## config.mk

```make
export PLATFORM = sky130hd
export DESIGN_NAME = wb_arbiter_flat
export DESIGN_NICKNAME = d
export VERILOG_FILES = /design/src/rtl/wb_pkg.sv /design/src/rtl/wb_arbiter_if.sv /design/src/rtl/wb_fifo.sv /design/src/rtl/wb_arbiter.sv /design/src/flat_wrapper.sv
export SDC_FILE = /design/constraint.sdc
export NUM_CORES = 1
export LEC_CHECK = 0
export ABC_AREA = 1
export BUFFER_PORTS_ARGS = -buffer_cell sky130_fd_sc_hd__buf_2
export CORE_AREA = 2 2 151 138
export DETAILED_ROUTE_END_ITERATION = 7
export DIE_AREA = 0 0 153 140
export GPL_TIMING_DRIVEN = 0
export PLACE_DENSITY = 0.8
export SYNTH_ARGS = -nofsm -noshare
export SYNTH_HDL_FRONTEND = slang
export SYNTH_SLANG_ARGS = --single-unit
export TNS_END_PERCENT = 10
```

## constraint.sdc

```tcl
create_clock -name clk -period 3.49 [get_ports clk]
set_input_delay 0.698 -clock clk [delete_from_list [all_inputs] [get_ports clk]]
set_output_delay 0.698 -clock clk [all_outputs]
set_load 0.1 [all_outputs]
```

## src/rtl/wb_pkg.sv

```systemverilog
`default_nettype none
// ==========================================================================
// wb_pkg -- shared widths and buffer entry type for wb_arbiter.  Rev 1.0
// ==========================================================================
package wb_pkg;

  localparam int XLEN_DEF = 32;
  localparam int REG_AW   = 5;

  typedef struct packed {
    logic                valid;
    logic [REG_AW-1:0]   rd;
    logic [XLEN_DEF-1:0] data;
  } wb_entry_t;

endpackage
`default_nettype wire

```

## src/rtl/wb_arbiter_if.sv

```systemverilog
`default_nettype none
// ==========================================================================
// wb_arbiter_if -- fast/slow write ports, RF write port, decode lookups. Rev 1.0
// ==========================================================================
interface wb_arbiter_if import wb_pkg::*; #(
  parameter int XLEN = XLEN_DEF
);

  logic              alu_valid;
  logic [REG_AW-1:0] alu_rd;
  logic [XLEN-1:0]   alu_data;
  logic              lsu_valid;
  logic              lsu_ready;
  logic [REG_AW-1:0] lsu_rd;
  logic [XLEN-1:0]   lsu_data;
  logic              WE3;
  logic [REG_AW-1:0] AD3;
  logic [XLEN-1:0]   WD3;
  logic [REG_AW-1:0] AD1;
  logic [REG_AW-1:0] AD2;
  logic              rs1_pending;
  logic              rs2_pending;
  logic [XLEN-1:0]   rs1_fwd_data;
  logic [XLEN-1:0]   rs2_fwd_data;

  modport slave (
    input  alu_valid, alu_rd, alu_data,
    input  lsu_valid, lsu_rd, lsu_data,
    output lsu_ready,
    output WE3, AD3, WD3,
    input  AD1, AD2,
    output rs1_pending, rs2_pending, rs1_fwd_data, rs2_fwd_data
  );

  modport master (
    output alu_valid, alu_rd, alu_data,
    output lsu_valid, lsu_rd, lsu_data,
    input  lsu_ready,
    input  WE3, AD3, WD3,
    output AD1, AD2,
    input  rs1_pending, rs2_pending, rs1_fwd_data, rs2_fwd_data
  );

endinterface
`default_nettype wire

```

## src/rtl/wb_fifo.sv

```systemverilog
`default_nettype none
// ==========================================================================
// wb_fifo -- slow-port circular buffer with squash and rd match vectors.
// Forward-data select built only with WB_ARBITER_FWD_EN.  Rev 1.0
// ==========================================================================
module wb_fifo import wb_pkg::*; #(
  parameter int DEPTH = 4,
  parameter int XLEN  = XLEN_DEF
) (
  input  wire logic                       clk,
  input  wire logic                       rst,
  input  wire logic                       i_push,
  input  wire logic [REG_AW-1:0]          i_push_rd,
  input  wire logic [XLEN-1:0]            i_push_data,
  input  wire logic                       i_pop,
  input  wire logic                       i_squash,
  input  wire logic [REG_AW-1:0]          i_squash_rd,
  input  wire logic [REG_AW-1:0]          i_ad1,
  input  wire logic [REG_AW-1:0]          i_ad2,
  output logic                            o_head_valid,
  output logic [REG_AW-1:0]               o_head_rd,
  output logic [XLEN-1:0]                 o_head_data,
  output logic [$clog2(DEPTH+1)-1:0]      o_count,
  output logic [DEPTH-1:0]                o_match1,
  output logic [DEPTH-1:0]                o_match2
`ifdef WB_ARBITER_FWD_EN
  ,
  output logic [XLEN-1:0]                 o_fwd1_data,
  output logic [XLEN-1:0]                 o_fwd2_data
`endif
);

  localparam int PW = $clog2(DEPTH);
  localparam int CW = $clog2(DEPTH + 1);

  logic [DEPTH-1:0]  r_valid;
  logic [REG_AW-1:0] r_rd   [DEPTH];
  logic [XLEN-1:0]   r_data [DEPTH];
  logic [PW-1:0]     r_wptr;
  logic [PW-1:0]     r_rptr;
  logic [CW-1:0]     r_count;
  logic [DEPTH-1:0]  w_squash_hit;
  logic              w_push_kill;

  always_comb begin
    w_squash_hit = '0;
    o_match1     = '0;
    o_match2     = '0;
    for (int i = 0; i < DEPTH; i++) begin
      w_squash_hit[i] = i_squash && r_valid[i] && (r_rd[i] == i_squash_rd);
      o_match1[i]     = r_valid[i] && (r_rd[i] == i_ad1);
      o_match2[i]     = r_valid[i] && (r_rd[i] == i_ad2);
    end
  end

  // An entry arriving alongside a same-rd fast write is already stale.
  assign w_push_kill = i_squash && (i_squash_rd == i_push_rd);

  always_ff @(posedge clk) begin
    if (!rst) begin
      r_valid <= '0;
      r_wptr  <= '0;
      r_rptr  <= '0;
      r_count <= '0;
    end else begin
      r_valid <= r_valid & ~w_squash_hit;
      if (i_pop) begin
        r_valid[r_rptr] <= 1'b0;
        r_rptr          <= r_rptr + 1'b1;
      end
      if (i_push) begin
        r_valid[r_wptr] <= !w_push_kill;
        r_rd[r_wptr]    <= i_push_rd;
        r_data[r_wptr]  <= i_push_data;
        r_wptr          <= r_wptr + 1'b1;
      end
      case ({i_push, i_pop})
        2'b10:   r_count <= r_count + 1'b1;
        2'b01:   r_count <= r_count - 1'b1;
        default: r_count <= r_count;
      endcase
    end
  end

  assign o_head_valid = r_valid[r_rptr];
  assign o_head_rd    = r_rd[r_rptr];
  assign o_head_data  = r_data[r_rptr];
  assign o_count      = r_count;

`ifdef WB_ARBITER_FWD_EN
  // Scan oldest to youngest so the youngest match is the last one assigned.
  always_comb begin
    o_fwd1_data = '0;
    o_fwd2_data = '0;
    for (int k = 0; k < DEPTH; k++) begin
      if (o_match1[r_rptr + PW'(k)]) o_fwd1_data = r_data[r_rptr + PW'(k)];
      if (o_match2[r_rptr + PW'(k)]) o_fwd2_data = r_data[r_rptr + PW'(k)];
    end
  end
`endif

endmodule
`default_nettype wire

```

## src/rtl/wb_arbiter.sv

```systemverilog
`default_nettype none
// ==========================================================================
// wb_arbiter -- register-file write-back arbiter, fast port wins, slow port
// buffered.  Optional forwarding: WB_ARBITER_FWD_EN.  Rev 1.0
// ==========================================================================
module wb_arbiter import wb_pkg::*; #(
  parameter int DEPTH = 4,
  parameter int XLEN  = XLEN_DEF
) (
  input  wire logic   clk,
  input  wire logic   rst,
  wb_arbiter_if.slave bus
);

  localparam int            CW         = $clog2(DEPTH + 1);
  localparam logic [CW-1:0] FULL_COUNT = CW'(DEPTH);

  logic              w_fast_wr;
  logic              w_ready;
  logic              w_push;
  logic              w_pop;
  logic              w_head_valid;
  logic [REG_AW-1:0] w_head_rd;
  logic [XLEN-1:0]   w_head_data;
  logic [CW-1:0]     w_count;
  logic [DEPTH-1:0]  w_match1;
  logic [DEPTH-1:0]  w_match2;
  logic              w_wb_hit1;
  logic              w_wb_hit2;

  logic              r_we3;
  logic [REG_AW-1:0] r_ad3;
  logic [XLEN-1:0]   r_wd3;

  assign w_fast_wr = bus.alu_valid && (bus.alu_rd != '0);
  assign w_ready   = rst && (w_count != FULL_COUNT);
  // rd == 0 handshakes complete but never reach the buffer.
  assign w_push    = bus.lsu_valid && w_ready && (bus.lsu_rd != '0);
  assign w_pop     = !w_fast_wr && (w_count != '0);

`ifdef WB_ARBITER_FWD_EN
  logic [XLEN-1:0] w_fifo_fwd1;
  logic [XLEN-1:0] w_fifo_fwd2;
`endif

  wb_fifo #(
    .DEPTH (DEPTH),
    .XLEN  (XLEN)
  ) u_fifo (
    .clk          (clk),
    .rst          (rst),
    .i_push       (w_push),
    .i_push_rd    (bus.lsu_rd),
    .i_push_data  (bus.lsu_data),
    .i_pop        (w_pop),
    .i_squash     (w_fast_wr),
    .i_squash_rd  (bus.alu_rd),
    .i_ad1        (bus.AD1),
    .i_ad2        (bus.AD2),
    .o_head_valid (w_head_valid),
    .o_head_rd    (w_head_rd),
    .o_head_data  (w_head_data),
    .o_count      (w_count),
    .o_match1     (w_match1),
    .o_match2     (w_match2)
`ifdef WB_ARBITER_FWD_EN
    ,
    .o_fwd1_data  (w_fifo_fwd1),
    .o_fwd2_data  (w_fifo_fwd2)
`endif
  );

  always_ff @(posedge clk) begin
    if (!rst) begin
      r_we3 <= 1'b0;
      r_ad3 <= '0;
      r_wd3 <= '0;
    end else if (w_fast_wr) begin
      r_we3 <= 1'b1;
      r_ad3 <= bus.alu_rd;
      r_wd3 <= bus.alu_data;
    end else if (w_pop && w_head_valid) begin
      r_we3 <= 1'b1;
      r_ad3 <= w_head_rd;
      r_wd3 <= w_head_data;
    end else begin
      r_we3 <= 1'b0;
    end
  end

  assign bus.WE3       = r_we3;
  assign bus.AD3       = r_ad3;
  assign bus.WD3       = r_wd3;
  assign bus.lsu_ready = w_ready;

  assign w_wb_hit1 = r_we3 && (r_ad3 == bus.AD1);
  assign w_wb_hit2 = r_we3 && (r_ad3 == bus.AD2);

  assign bus.rs1_pending = rst && (bus.AD1 != '0) && ((|w_match1) || w_wb_hit1);
  assign bus.rs2_pending = rst && (bus.AD2 != '0) && ((|w_match2) || w_wb_hit2);

`ifdef WB_ARBITER_FWD_EN
  // The write-back stage is newer than anything still buffered.
  assign bus.rs1_fwd_data = w_wb_hit1 ? r_wd3 : w_fifo_fwd1;
  assign bus.rs2_fwd_data = w_wb_hit2 ? r_wd3 : w_fifo_fwd2;
`else
  assign bus.rs1_fwd_data = '0;
  assign bus.rs2_fwd_data = '0;
`endif

endmodule
`default_nettype wire

```

## src/flat_wrapper.sv

```systemverilog
// flat-port wrapper written by rule: the top's interface ports become plain ports
module wb_arbiter_flat import wb_pkg::*;
#(
  parameter int DEPTH = 4,
  parameter int XLEN  = XLEN_DEF
)
  (clk, rst, bus_alu_valid, bus_alu_rd, bus_alu_data, bus_lsu_valid, bus_lsu_rd, bus_lsu_data, bus_lsu_ready, bus_WE3, bus_AD3, bus_WD3, bus_AD1, bus_AD2, bus_rs1_pending, bus_rs2_pending, bus_rs1_fwd_data, bus_rs2_fwd_data);
  wb_arbiter_if #(.XLEN(XLEN)) bus_i ();
  input  wire logic clk;
  input  wire logic rst;
  input wire logic [$bits(bus_i.alu_valid)-1:0] bus_alu_valid;
  input wire logic [$bits(bus_i.alu_rd)-1:0] bus_alu_rd;
  input wire logic [$bits(bus_i.alu_data)-1:0] bus_alu_data;
  input wire logic [$bits(bus_i.lsu_valid)-1:0] bus_lsu_valid;
  input wire logic [$bits(bus_i.lsu_rd)-1:0] bus_lsu_rd;
  input wire logic [$bits(bus_i.lsu_data)-1:0] bus_lsu_data;
  output wire logic [$bits(bus_i.lsu_ready)-1:0] bus_lsu_ready;
  output wire logic [$bits(bus_i.WE3)-1:0] bus_WE3;
  output wire logic [$bits(bus_i.AD3)-1:0] bus_AD3;
  output wire logic [$bits(bus_i.WD3)-1:0] bus_WD3;
  input wire logic [$bits(bus_i.AD1)-1:0] bus_AD1;
  input wire logic [$bits(bus_i.AD2)-1:0] bus_AD2;
  output wire logic [$bits(bus_i.rs1_pending)-1:0] bus_rs1_pending;
  output wire logic [$bits(bus_i.rs2_pending)-1:0] bus_rs2_pending;
  output wire logic [$bits(bus_i.rs1_fwd_data)-1:0] bus_rs1_fwd_data;
  output wire logic [$bits(bus_i.rs2_fwd_data)-1:0] bus_rs2_fwd_data;
  assign bus_i.alu_valid = bus_alu_valid;
  assign bus_i.alu_rd = bus_alu_rd;
  assign bus_i.alu_data = bus_alu_data;
  assign bus_i.lsu_valid = bus_lsu_valid;
  assign bus_i.lsu_rd = bus_lsu_rd;
  assign bus_i.lsu_data = bus_lsu_data;
  assign bus_lsu_ready = bus_i.lsu_ready;
  assign bus_WE3 = bus_i.WE3;
  assign bus_AD3 = bus_i.AD3;
  assign bus_WD3 = bus_i.WD3;
  assign bus_i.AD1 = bus_AD1;
  assign bus_i.AD2 = bus_AD2;
  assign bus_rs1_pending = bus_i.rs1_pending;
  assign bus_rs2_pending = bus_i.rs2_pending;
  assign bus_rs1_fwd_data = bus_i.rs1_fwd_data;
  assign bus_rs2_fwd_data = bus_i.rs2_fwd_data;
  wb_arbiter #(.DEPTH(DEPTH), .XLEN(XLEN)) u_core (.clk(clk), .rst(rst), .bus(bus_i));
endmodule
```

=== Word-level counts from Yosys, hierarchy flattened ===
Memory sizes are Yosys's and may differ from the RTL's. A register that Yosys moved wholly into a read port is not among the register bits.
Index checks and enable logic that the tools add are counted.

* Register bits after elaboration: 49
* Latch bits: 0
* Memory bits (writable): 148
* ROM bits: 0
* Input port bits: 88
* Word-level logic and storage cells: 107
* Memories kept: 2

{| class="wikitable"
|+ Memories
! name !! words !! width !! rd ports !! clocked after Yosys merged registers in !! wr ports !! RTL line !! source
|-
| u_core.u_fifo.r_data || 4 || 32 || 1 || 1 || 1 || wb_fifo.sv:38 || <nowiki>logic [XLEN-1:0] r_data [DEPTH];</nowiki>
|-
| u_core.u_fifo.r_rd || 4 || 5 || 5 || 1 || 1 || wb_fifo.sv:37 || <nowiki>logic [REG_AW-1:0] r_rd [DEPTH];</nowiki>
|}

* Add/subtract/negate cells: 4
* Multipliers: 0
* Divide/modulo/power cells: 0
* Magnitude comparators: 4
* Equal/unequal tests: 18
* Shifts and indexed selects: 0
* Mux-type cells: 24
* Bitwise logic cells: 4
* Reductions and logical operators: 44

{| class="wikitable"
|+ Operator list
! kind !! number
|-
| == test 5 bit || 15
|-
| two-way mux 32 bit || 2
|-
| logical AND 1 bit || 31
|-
| nonzero test 5 bit || 4
|-
| two-way mux 4 bit || 3
|-
| two-way mux 5 bit || 2
|-
| AND 4 bit || 2
|-
| two-way mux 1 bit || 8
|-
| two-way mux 2 bit || 4
|-
| inverter 4 bit || 2
|-
| OR reduction 4 bit || 2
|-
| less-than comparator 2 x 3 -> 1 bit, second input constant || 2
|-
| one-hot mux 3 bit (2 select lines) || 1
|-
| adder 2 x 1 -> 2 bit, second input constant || 2
|-
| bitwise mux 4 bit || 1
|-
| demux 1 bit (select 2 bit) || 2
|-
| greater-or-equal comparator 2 x 1 -> 1 bit, second input constant || 2
|-
| nonzero test 2 bit || 2
|-
| adder 3 x 1 -> 3 bit, second input constant || 1
|-
| != test 3 bit, second input constant || 1
|-
| nonzero test 3 bit || 1
|-
| subtractor 3 x 1 -> 3 bit, second input constant || 1
|-
| binary-select mux 1 bit (select 2 bit) || 1
|-
| == test 2 x 1 -> 1 bit, second input constant || 1
|-
| other kinds (3) || 5
|}

=== Depth between registers and ports, before layout ===
Gate-level depths: netlist (run 1).

* Word-level depth: 11
* Depth in mapped cells: 13
* Mapped depth without buffers: 12

=== By module ===
Synthesis (run 1) repeated with hierarchy kept, for this count alone.

* Cells, all modules: 1130
* Area total of the unflattened synthesis: 10359.9 µm²

{| class="wikitable"
|+ Modules (own cells, without submodules)
! module !! times used !! cells each !! area an instance (µm²) !! seq. area each (µm²)
|-
| wb_fifo || 1 || 662 || 7115.6 || 4704.5
|-
| wb_arbiter || 1 || 468 || 3244.4 || 760.7
|}

=== Worst setup path before layout (run 1) ===
Ideal clock, no wire load.

* Kind: register to output
* Start point: register u_core.r_ad3[2], in the netlist u_core.bus.AD3[2]
* End point: output bus_rs2_pending
* Data arrival time: 2748 ps
* Data required time: 2792 ps
* Path slack: 44 ps
* Stages on the path, launching flop included: 7
* Path through: dfxtp_1 o22ai_1 a21oi_1 nand3_1 nand2_1 nor2_1 nor2_1

* Word-level cells in the longest chain between the ends: 4

{| class="wikitable"
|+ Ends and longest elaborated chain
! what !! RTL line !! source
|-
| start, declared || wb_arbiter.sv:32 || <nowiki>logic [REG_AW-1:0] r_ad3;</nowiki>
|-
| start signal, assigned || wb_arbiter.sv:80 || <nowiki>r_ad3 <= bus.alu_rd;</nowiki>
|-
| start signal, assigned || wb_arbiter.sv:84 || <nowiki>r_ad3 <= w_head_rd;</nowiki>
|-
| == test 5 bit || wb_arbiter.sv:97 || <nowiki>assign w_wb_hit2 = r_we3 && (r_ad3 == bus.AD2);</nowiki>
|-
| logical AND 1 bit || wb_arbiter.sv:97 ||
|-
| logical OR 1 bit || wb_arbiter.sv:100 || <nowiki>assign bus.rs2_pending = rst && (bus.AD2 != '0) && ((|w_match2) || w_wb_hit2);</nowiki>
|-
| logical AND 1 bit || wb_arbiter.sv:100 ||
|-
| end, declared || flat_wrapper.sv:24 || <nowiki>output wire logic [$bits(bus_i.rs2_pending)-1:0] bus_rs2_pending;</nowiki>
|}

No other way between the ends.

=== Worst setup path after layout (run 1) ===
* Start point: input bus_AD2[2]
* End point: output bus_rs2_pending

* Word-level cells in the longest chain between the ends: 5
* Elaborated cells between the ends (all ways): 15
* Those cells by class: eq/ne: 5; reduce/logical: 10

{| class="wikitable"
|+ Ends and longest elaborated chain
! what !! RTL line !! source
|-
| start, declared || flat_wrapper.sv:22 || <nowiki>input wire logic [$bits(bus_i.AD2)-1:0] bus_AD2;</nowiki>
|-
| == test 5 bit || wb_fifo.sv:52 || <nowiki>o_match2[i] = r_valid[i] && (r_rd[i] == i_ad2);</nowiki>
|-
| logical AND 1 bit || wb_fifo.sv:52 ||
|-
| OR reduction 4 bit || wb_arbiter.sv:100 ||
|-
| logical OR 1 bit || wb_arbiter.sv:100 ||
|-
| logical AND 1 bit (*) || wb_arbiter.sv:100 ||
|}

Every way passes the cells marked *; elsewhere a longest branch is shown, timed or not.

==> results_dict.tcl, run 1 <==
set metrics [dict create \
    seq_area_sq_um 5470 \
    cp.arrival_ns 2.26 \
    finClkSkew_ns 0.0111 \
    grt_pass1_vias 7234 \
    reg2regPathDepth 12 \
    worstSetupStartpointType "input pin" \
    yosysSeqAreaShare_pct 57.0 \
    grtUsageTotal_pct 24.1 \
    num_vias 7736 \
    busiest_layer "met2" \
    tightestPinTransition_ns 0.834 \
    grtUsageMet1_pct 31.9 \
    outcome "complete, no violations" \
    clk_latency_ns 0.43 \
    final_layout_size_suffix_gt1_share_pct 22.0 \
    cts_inserted_buffers 17 \
    crit_path_top_delay_cell "buf_2" \
    drt_pass1_iterations 5 \
    hpwlAfterDp_mm 18.2 \
    fmax_ghz 0.338 \
    fillCellCount 1680 \
    drc_errors 0 \
    die_height_um 140 \
    cts_sinks 199 \
    root_buffer "clkbuf_16" \
    crit_required_ns 2.79 \
    fin_nets 1319 \
    place_congestion 0.967 \
    report.final.hold_viol_count 0 \
    yosysWarnings 0 \
    netlist.area_leader.share_pct 46.4 \
    path_common_cell "nor2_1" \
    rsz0062_at_grt "no" \
    grt_max_degree 29 \
    whs_path_depth 1 \
    cts_tree "yes" \
    grt_pass1_wl_mm 40.0 \
    fin_crit_sh_pct 84.8 \
    antenna_found_initial 1 \
    drt_iter0_drc 652 \
    vias_per_cell 5.19 \
    hold_buffers 0 \
    use_met3_pct 7.02 \
    drv_slew 0 \
    cts_setup_buffers 0 \
    grtUsageMet2_pct 38.4 \
    grt-ovfl-total 0 \
    crit_type "in2out" \
    pre_cts_ws_ns 0.528 \
    slew_headroom_pct 44.3 \
    numPortBuffers 119 \
    cp_cell_sequence "buf_2 -> inv_1 -> clkbuf_1 -> o22ai_1 -> nor2_1 -> nand3_1 -> nand3_1 -> nor2_1 -> nor2_1 -> buf_2" \
    placementRows 49 \
    ctsResizeCount 0 \
    fp.dieW_um 153 \
    hold_path.class "in2reg" \
    area_growth_syn_to_layout_pct 19.8 \
    mostFrequentLayoutCells "nor2_1 (163), nand2_1 (163), edfxtp_1 (148)" \
    antenna_left 0 \
    yosysUniqueCellTypes 35 \
    fin_util_pct 58.0 \
    syn_inst 1016 \
    cp_slowest_stage_delay_ns 0.44 \
    coreArea_sq_um 19800 \
    path_clk_slew_ns 0.07 \
    finalSetupViolCount 0 \
    crit_fanout 10 \
    synth_area_sq_um 9580 \
    drv_cap 0 \
    p_leak_nw 4.87 \
    fin_crit_ns 2.96 \
    ys_top_cells_by_area "edfxtp_1 (46%), dfxtp_1 (11%), nor2_1 (6.5%)" \
    clock_path_buffers 2 \
    synth_top_area_cell "edfxtp_1" \
    synth_seq_cells 199 \
    p_per_area_nw_per_um2 682 \
    totalWireLength_mm 26.1 \
    critPathCaptureType "output pin" \
    boundaryPins 193 \
    htreeDepth 4 \
    start_util_pct 48.4 \
    multi_input_area_sq_um 3410 \
    dieArea_sq_um 21400 \
    syn_avg_cell_area_sq_um 9.43 \
    routedWlPerCell_um 17.5 \
    worst_slack_ns 0.531 \
    peakVddDrop_v 0.000570 \
]
[through the flow]
step	TNS [ns]	total power, mW	instance area (sq um)	hold WS, ns	std cells
global placement	-194.08	5.70	10700	0.462	1453
floorplan	0	5.10	9820	0.444	1079
CTS	0	7.81	11500	0.464	1489
finish	0	7.83	11500	0.474	1490
detailed placement	0	5.76	10900	0.477	1457
global route	0	8.18	11500	0.463	1489
[where the power goes]
part           internal, mW  switching [mW]  leakage [nW]
sequential             2.75           0.125          1.77
combinational         0.656            2.23          2.79
clock                  1.17           0.907         0.310
[cell usage after synthesis (all sizes together)]
cell type,instances
xnor2,12
nor3,3
o211ai,2
nand4,5
nand3,23
buf,90
fa,1
o211a,1
or2,1
a22oi,1
conb,1
o21a,1
clkinv,3
o21ai,127
dfxtp,51
edfxtp,148
xor2,16
a21oi,48
o22ai,50
inv,53
clkbuf,25
nand2,175
a21boi,1
ha,9
nor2,169
[flip-flops by register name (all words and copies together), names as in the netlist, named ones only]
signal,count
u_core.bus.AD3,5
u_core.u_fifo.r_rd,20
u_core.u_fifo.r_data,128
u_core.u_fifo.r_wptr,2
u_core.bus.WE3,1
u_core.u_fifo.o_count,3
u_core.bus.WD3,32
u_core.u_fifo.r_rptr,2
u_core.u_fifo.r_valid,4
[logic make-up (layout without fill, tap and decap cells)]
| group | count (synthesis) | after routing | share of synthesized area, % |
|---|---|---|---|
| AO/OA/AOI/OAI | 231 | 231 | 12.9 |
| XOR/XNOR | 28 | 28 | 2.56 |
| adder cells (fa/ha/maj) | 10 | 10 | 1.38 |
| buffers and inverters | 171 | 326 | 10.1 |
| flip-flops | 199 | 199 | 57.0 |
| other | 1 | 65 | 0.0391 |
| AND/OR/NAND/NOR | 376 | 376 | 16.0 |
[layer usage]
layer  vias to the layer above  share of wire, %
met3                        40               9.9
met1                      3564                42
met2                       404                45
met4                         0               2.4
met5                         -                 0
li1                       3728                 -
[final timing paths]
check | start | endpoint | slack, ns
worst max-delay path | bus_AD2[2] | bus_rs2_pending | 0.53
worst min-delay path | bus_lsu_data[29] | u_core.u_fifo.r_data[3][29]$_DFFE_PP_ | 0.47
worst max register to register | u_core.u_fifo.o_count[0]$_SDFFE_PN0P_ | u_core.u_fifo.o_count[2]$_SDFFE_PN0P_ | 1.23
worst min register to register | u_core.u_fifo.o_count[0]$_SDFFE_PN0P_ | u_core.u_fifo.o_count[0]$_SDFFE_PN0P_ | 0.49
[final cells by class]
cell class	count	area share [%]
Tap cell	255	2.78
Inverter	56	1.84
Multi-Input combinational cell	709	29.7
Timing Repair Buffer	123	5.95
Clock inverter	14	1.66
Sequential cell	199	47.6
Clock buffer	18	3.82
Buffer	115	6.61
Antenna cell	1	0.0218
[worst max-delay path: cells and delay by family]
| kind | cells | cell delay (ns) |
|---|---|---|
| AOI/OAI and AO/OA | 1 | 0.14 |
| buffers and inverters | 4 | 0.97 |
| and+or+nand+nor | 5 | 0.43 |
(Power assumes the default switching activity.)
==> inputs of run 2 (changes only) <==
==> constraint.sdc (replaced) <==
create_clock -name clk -period 2.8 [get_ports clk]
set_input_delay 0.56 -clock clk [delete_from_list [all_inputs] [get_ports clk]]
set_output_delay 0.56 -clock clk [all_outputs]
set_load 0.1 [all_outputs]
==> results_dict.tcl, run 2 (synthesized netlist as in run 1, its figures left out) <==
set metrics [dict create \
    outcome "complete, no violations" \
    drv_cap 0 \
    hpwlAfterDp_mm 18.1 \
    finalSetupViolCount 0 \
    min-delay-start "bus_lsu_data[6]" \
    fmax_ghz 0.369 \
    whs_path_depth 1 \
    root_buffer "clkbuf_16" \
    numPortBuffers 119 \
    hold_path.class "in2reg" \
    top_register "u_core.u_fifo.r_data" \
    p_per_area_nw_per_um2 843 \
    cp_slowest_stage_delay_ns 0.43 \
    crit_required_ns 2.24 \
    timing.rr.end "u_core.u_fifo.o_count[2]$_SDFFE_PN0P_" \
    coreArea_sq_um 19800 \
    power_mw 9.67 \
    grt-ovfl-total 0 \
    mostFrequentLayoutCells "nand2_1 (163), nor2_1 (161), edfxtp_1 (148)" \
    ctsResizeCount 0 \
    fin_area_sq_um 11500 \
    drt_pass1_iterations 6 \
    report.final.hold_viol_count 0 \
    crit_fanout 5 \
    peakVddDrop_v 0.000543 \
    die_height_um 140 \
    pre_cts_ws_ns -0.0457 \
    p_leak_nw 4.84 \
    worst_slack_ns 0.0912 \
    final_layout_size_suffix_gt1_share_pct 22.2 \
    p_clk_share_pct 25.6 \
    seqPwrFrac_pct 37.1 \
    internal_power_mw 5.58 \
    fin_tns_setup_ns 0 \
    dieArea_sq_um 21400 \
    grtUsageTotal_pct 24.1 \
    cts_tree "yes" \
    path_clk_slew_ns 0.07 \
    clock_path_buffers 2 \
    fin_nets 1319 \
    antenna_left 0 \
    crit_type "reg2out" \
    r2r_slack_ns 0.48 \
    drv_slew 0 \
    drc_errors 0 \
    slew_headroom_pct 41.7 \
    p_switching_mw 4.09 \
    fp.dieW_um 153 \
    path_common_cell "nor2_1" \
    crit_path_top_delay_cell "edfxtp_1" \
    vias_per_cell 5.29 \
    dp.cells 1457 \
    r2r-start "u_core.u_fifo.o_count[0]$_SDFFE_PN0P_" \
    grt_pass1_wl_mm 39.9 \
    reg2regPathDepth 12 \
    holdPathEnd "u_core.u_fifo.r_data[2][6]$_DFFE_PP_" \
    routedWlPerCell_um 17.5 \
    drt_iter0_drc 859 \
    cts_setup_buffers 0 \
    largest_register_ffs 128 \
    place_area_sq_um 10900 \
    cp.arrival_ns 2.15 \
    placementRows 49 \
    finClkSkew_ns 0.0125 \
    cts_sinks 199 \
    totalWireLength_mm 26.1 \
    swShare_pct 42.3 \
    start_util_pct 48.4 \
    worstSetupStartpointType "flip-flop" \
    layout_commonest_cell "nand2_1" \
    fin_crit_ns 2.71 \
    fin_cells 1492 \
    num_vias 7895 \
    fin_crit_sh_pct 96.7 \
    tightestPinTransition_ns 0.872 \
    grt_pass1_vias 7230 \
    critPathCaptureType "output pin" \
    area_growth_syn_to_layout_pct 19.7 \
    clk_latency_ns 0.44 \
    hold_ws_ns 0.333 \
    antenna_found_initial 2 \
    cp_cell_sequence "inv_1 -> nor2_1 -> nor3_1 -> nand3_1 -> nand2_1 -> nor2_1 -> nor2_4 -> buf_2" \
    hold_buffers 0 \
    cts_inserted_buffers 17 \
    grt_max_degree 26 \
    htreeDepth 4 \
    boundaryPins 193 \
    fin_util_pct 57.9 \
    p_comb_share_pct 37.3 \
    place_congestion 0.932 \
    rsz0062_at_grt "no" \
]
-- run 2: final cells by class --
type	instances	area, sq um
Fill cell	1687	8330
Sequential cell	199	5470
Multi-Input combinational cell	709	3420
Buffer	115	759
Timing Repair Buffer	123	693
Clock buffer	17	425
Tap cell	255	319
Inverter	56	211
Clock inverter	15	169
Antenna cell	3	7.51
-- run 2: critical path: cells and delay by family, from the launching register on --
kind / cells / cell delay [ns]
buffers and inverters: 2 / 0.58
and+or+nand+nor: 6 / 0.69
DFF: 1 / 0.43
-- run 2: worst max path at each step --
stage | to | from | depth (start not counted) | slack (ns)
after detailed placement | u_core.u_fifo.o_count[2]$_SDFFE_PN0P_ | bus_lsu_rd[3] | 13 | -0.05
after global routing | bus_rs1_pending | u_core.u_fifo.r_rd[1][3]$_DFFE_PP_ | 8 | 0.007
after global placement | u_core.u_fifo.r_data[2][2]$_DFFE_PP_ | bus_lsu_rd[3] | 7 | -1.78
final | bus_rs1_pending | u_core.u_fifo.r_rd[1][3]$_DFFE_PP_ | 8 | 0.09
after CTS | bus_rs1_pending | u_core.u_fifo.r_rd[1][3]$_DFFE_PP_ | 8 | 0.10
after floorplan | u_core.u_fifo.r_data[0][0]$_DFFE_PP_ | rst | 5 | -0.29
-- run 2: power groups by stage --
stage | Sequential [mW] | Combinational [mW] | Clock [mW]
after detailed placement | 3.64 | 3.54 | 0
after global placement | 3.65 | 3.47 | 0
after floorplan | 4.49 | 1.87 | 0
after CTS | 3.58 | 3.57 | 2.48
after global routing | 3.61 | 3.88 | 2.58
final | 3.58 | 3.61 | 2.48
-- run 2: layer usage --
| metal | up-vias | track usage [%] | routed length, um |
|---|---|---|---|
| met5 | - | 0 | 0 |
| met4 | 0 | 9.21 | 708 |
| met3 | 45 | 6.25 | 2860 |
| met2 | 468 | 37.3 | 11700 |
| met1 | 3656 | 33.0 | 10900 |
| li1 | 3726 | - | - |
==> inputs of run 3 (changes only) <==
--- a/config.mk
+++ b/config.mk
@@ -11,7 +11,7 @@
 export DETAILED_ROUTE_END_ITERATION = 7
 export DIE_AREA = 0 0 153 140
 export GPL_TIMING_DRIVEN = 0
-export PLACE_DENSITY = 0.8
+export PLACE_DENSITY = 0.72
 export SYNTH_ARGS = -nofsm -noshare
 export SYNTH_HDL_FRONTEND = slang
 export SYNTH_SLANG_ARGS = --single-unit
==> results_dict.tcl, run 3 (synthesized netlist as in run 1, its figures left out) <==
set metrics [dict create \
    outcome "complete, no violations" \
    cts_tree "yes" \
    largest_register_ffs 128 \
    fp.dieW_um 153 \
    fin_nets 1319 \
    start_util_pct 48.4 \
    final_layout_size_suffix_gt1_share_pct 22.2 \
    hold_path.class "in2reg" \
    top_register "u_core.u_fifo.r_data" \
    root_buffer "clkbuf_16" \
    placementRows 49 \
    worstSetupStartpointType "flip-flop" \
    grt-ovfl-total 0 \
    numPortBuffers 119 \
    cts_sinks 199 \
    htreeDepth 4 \
    rsz0062_at_grt "no" \
    peakVddDrop_v 0.000517 \
    cts_inserted_buffers 17 \
    num_vias 7857 \
    drt_iter0_drc 781 \
    place_congestion 0.962 \
    drc_errors 0 \
    finalSetupViolCount 0 \
    grt_pass1_vias 7242 \
    totalWireLength_mm 26.4 \
    p_leak_nw 4.83 \
    mostFrequentLayoutCells "nand2_1 (163), nor2_1 (161), edfxtp_1 (148)" \
    crit_fanout 5 \
    hold_buffers 0 \
    clock_path_buffers 2 \
    crit_required_ns 2.24 \
    dp.cells 1457 \
    tightestPinTransition_ns 0.782 \
    layout_commonest_cell "nand2_1" \
    die_height_um 140 \
    antenna_left 0 \
    drv_slew 0 \
    coreArea_sq_um 19800 \
    internal_power_mw 5.55 \
    grt_max_degree 26 \
    antenna_found_initial 2 \
    vias_per_cell 5.27 \
    swShare_pct 42.4 \
    dieArea_sq_um 21400 \
    critPathCaptureType "output pin" \
    fin_cells 1490 \
    area_growth_syn_to_layout_pct 19.6 \
    p_clk_share_pct 25.4 \
    fmax_ghz 0.379 \
    fin_crit_ns 2.64 \
    clk_latency_ns 0.44 \
    grtUsageTotal_pct 24.4 \
    hpwlAfterDp_mm 18.4 \
    cp.arrival_ns 2.08 \
    drt_pass1_iterations 6 \
    finClkSkew_ns 0.00987 \
    slew_headroom_pct 47.7 \
    p_switching_mw 4.08 \
    seqPwrFrac_pct 37.2 \
    path_clk_slew_ns 0.07 \
    boundaryPins 193 \
    p_comb_share_pct 37.4 \
    p_per_area_nw_per_um2 840 \
    power_mw 9.63 \
    crit_type "reg2out" \
    report.final.hold_viol_count 0 \
    routedWlPerCell_um 17.7 \
    grt_pass1_wl_mm 40.2 \
    drv_cap 0 \
    fin_crit_sh_pct 94.2 \
]
-- run 3: cell types whose count changed in the layout (fill, tap and decap cells not counted), sizes merged --
cell / previous run / this run
diode: 3 / 1
bufinv: 2 / 1
clkbuf: 43 / 47
clkinvlp: 5 / 3
buf: 212 / 211
-- run 3: metal layers --
layer / GRT usage [%] / vias to the layer above / part of all wire (%)
met2: 38.1 / 413 / 45
met5: 0 / - / 0.045
met1: 34.3 / 3665 / 44
met3: 5.32 / 40 / 9.2
li1: - / 3737 / -
met4: 7.65 / 2 / 1.8
-- run 3: power by group through the flow --
stage	clock network (mW)	logic, mW	registers, mW
4_1_cts	2.45	3.58	3.58
2_1_floorplan	0	1.87	4.49
6_report	2.44	3.60	3.58
5_1_grt	2.56	3.87	3.61
3_5_place_dp	0	3.56	3.64
3_3_place_gp	0	3.49	3.65
-- run 3: area by class of cell --
class / count / area, sq um
well taps: 255 / 319
fillers: 1746 / 8340
diodes: 1 / 2.50
inverters: 56 / 211
flip-flops and latches: 199 / 5470
plain buffers: 115 / 759
multi-input cells: 709 / 3420
clock buffers: 20 / 457
repair buffers: 123 / 688
clock inverters: 12 / 133
-- run 3: path summary, 6_finish.rpt --
| path | start | to | slack [ns] | cells after the start |
|---|---|---|---|---|
| min | bus_lsu_data[4] | u_core.u_fifo.r_data[0][4]$_DFFE_PP_ | 0.33 | 1 |
| max | u_core.u_fifo.r_rd[1][3]$_DFFE_PP_ | bus_rs1_pending | 0.16 | 8 |
| min reg2reg | u_core.u_fifo.o_count[0]$_SDFFE_PN0P_ | u_core.u_fifo.o_count[0]$_SDFFE_PN0P_ | 0.50 | 1 |
| max reg2reg | u_core.u_fifo.o_count[0]$_SDFFE_PN0P_ | u_core.u_fifo.o_count[2]$_SDFFE_PN0P_ | 0.49 | 12 |
-- run 3: worst max-delay path, stage by stage (launching register included) --
cell and delay [ns]:
edfxtp_1 0.46, inv_1 0.20, nor2_1 0.06, nor3_1 0.28
nand3_1 0.12, nand2_1 0.07, nor2_1 0.06, nor2_4 0.06
clkbuf_4 0.32
-- run 3: repair_timing --
item | CTS | global route
gates resized for setup | 0 | 2
buffers inserted | 0 | 0
endpoints found under the setup margin | 0 | 2
-- run 3: through the flow --
step / worst slack [ns] / area, sq um / hold slack (ns) / TNS (ns) / util, %
5_1_grt: 0.0544 / 11500 / 0.322 / 0 / 57.9
3_5_place_dp: -0.00341 / 10900 / 0.477 / -0.00341 / 54.8
4_1_cts: 0.0703 / 11500 / 0.322 / 0 / 57.8
2_1_floorplan: -0.292 / 9830 / 0.444 / -44.23 / -
3_3_place_gp: -1.85 / 10700 / 0.464 / -268.06 / 54.3
6_report: 0.162 / 11500 / 0.331 / 0 / 57.9
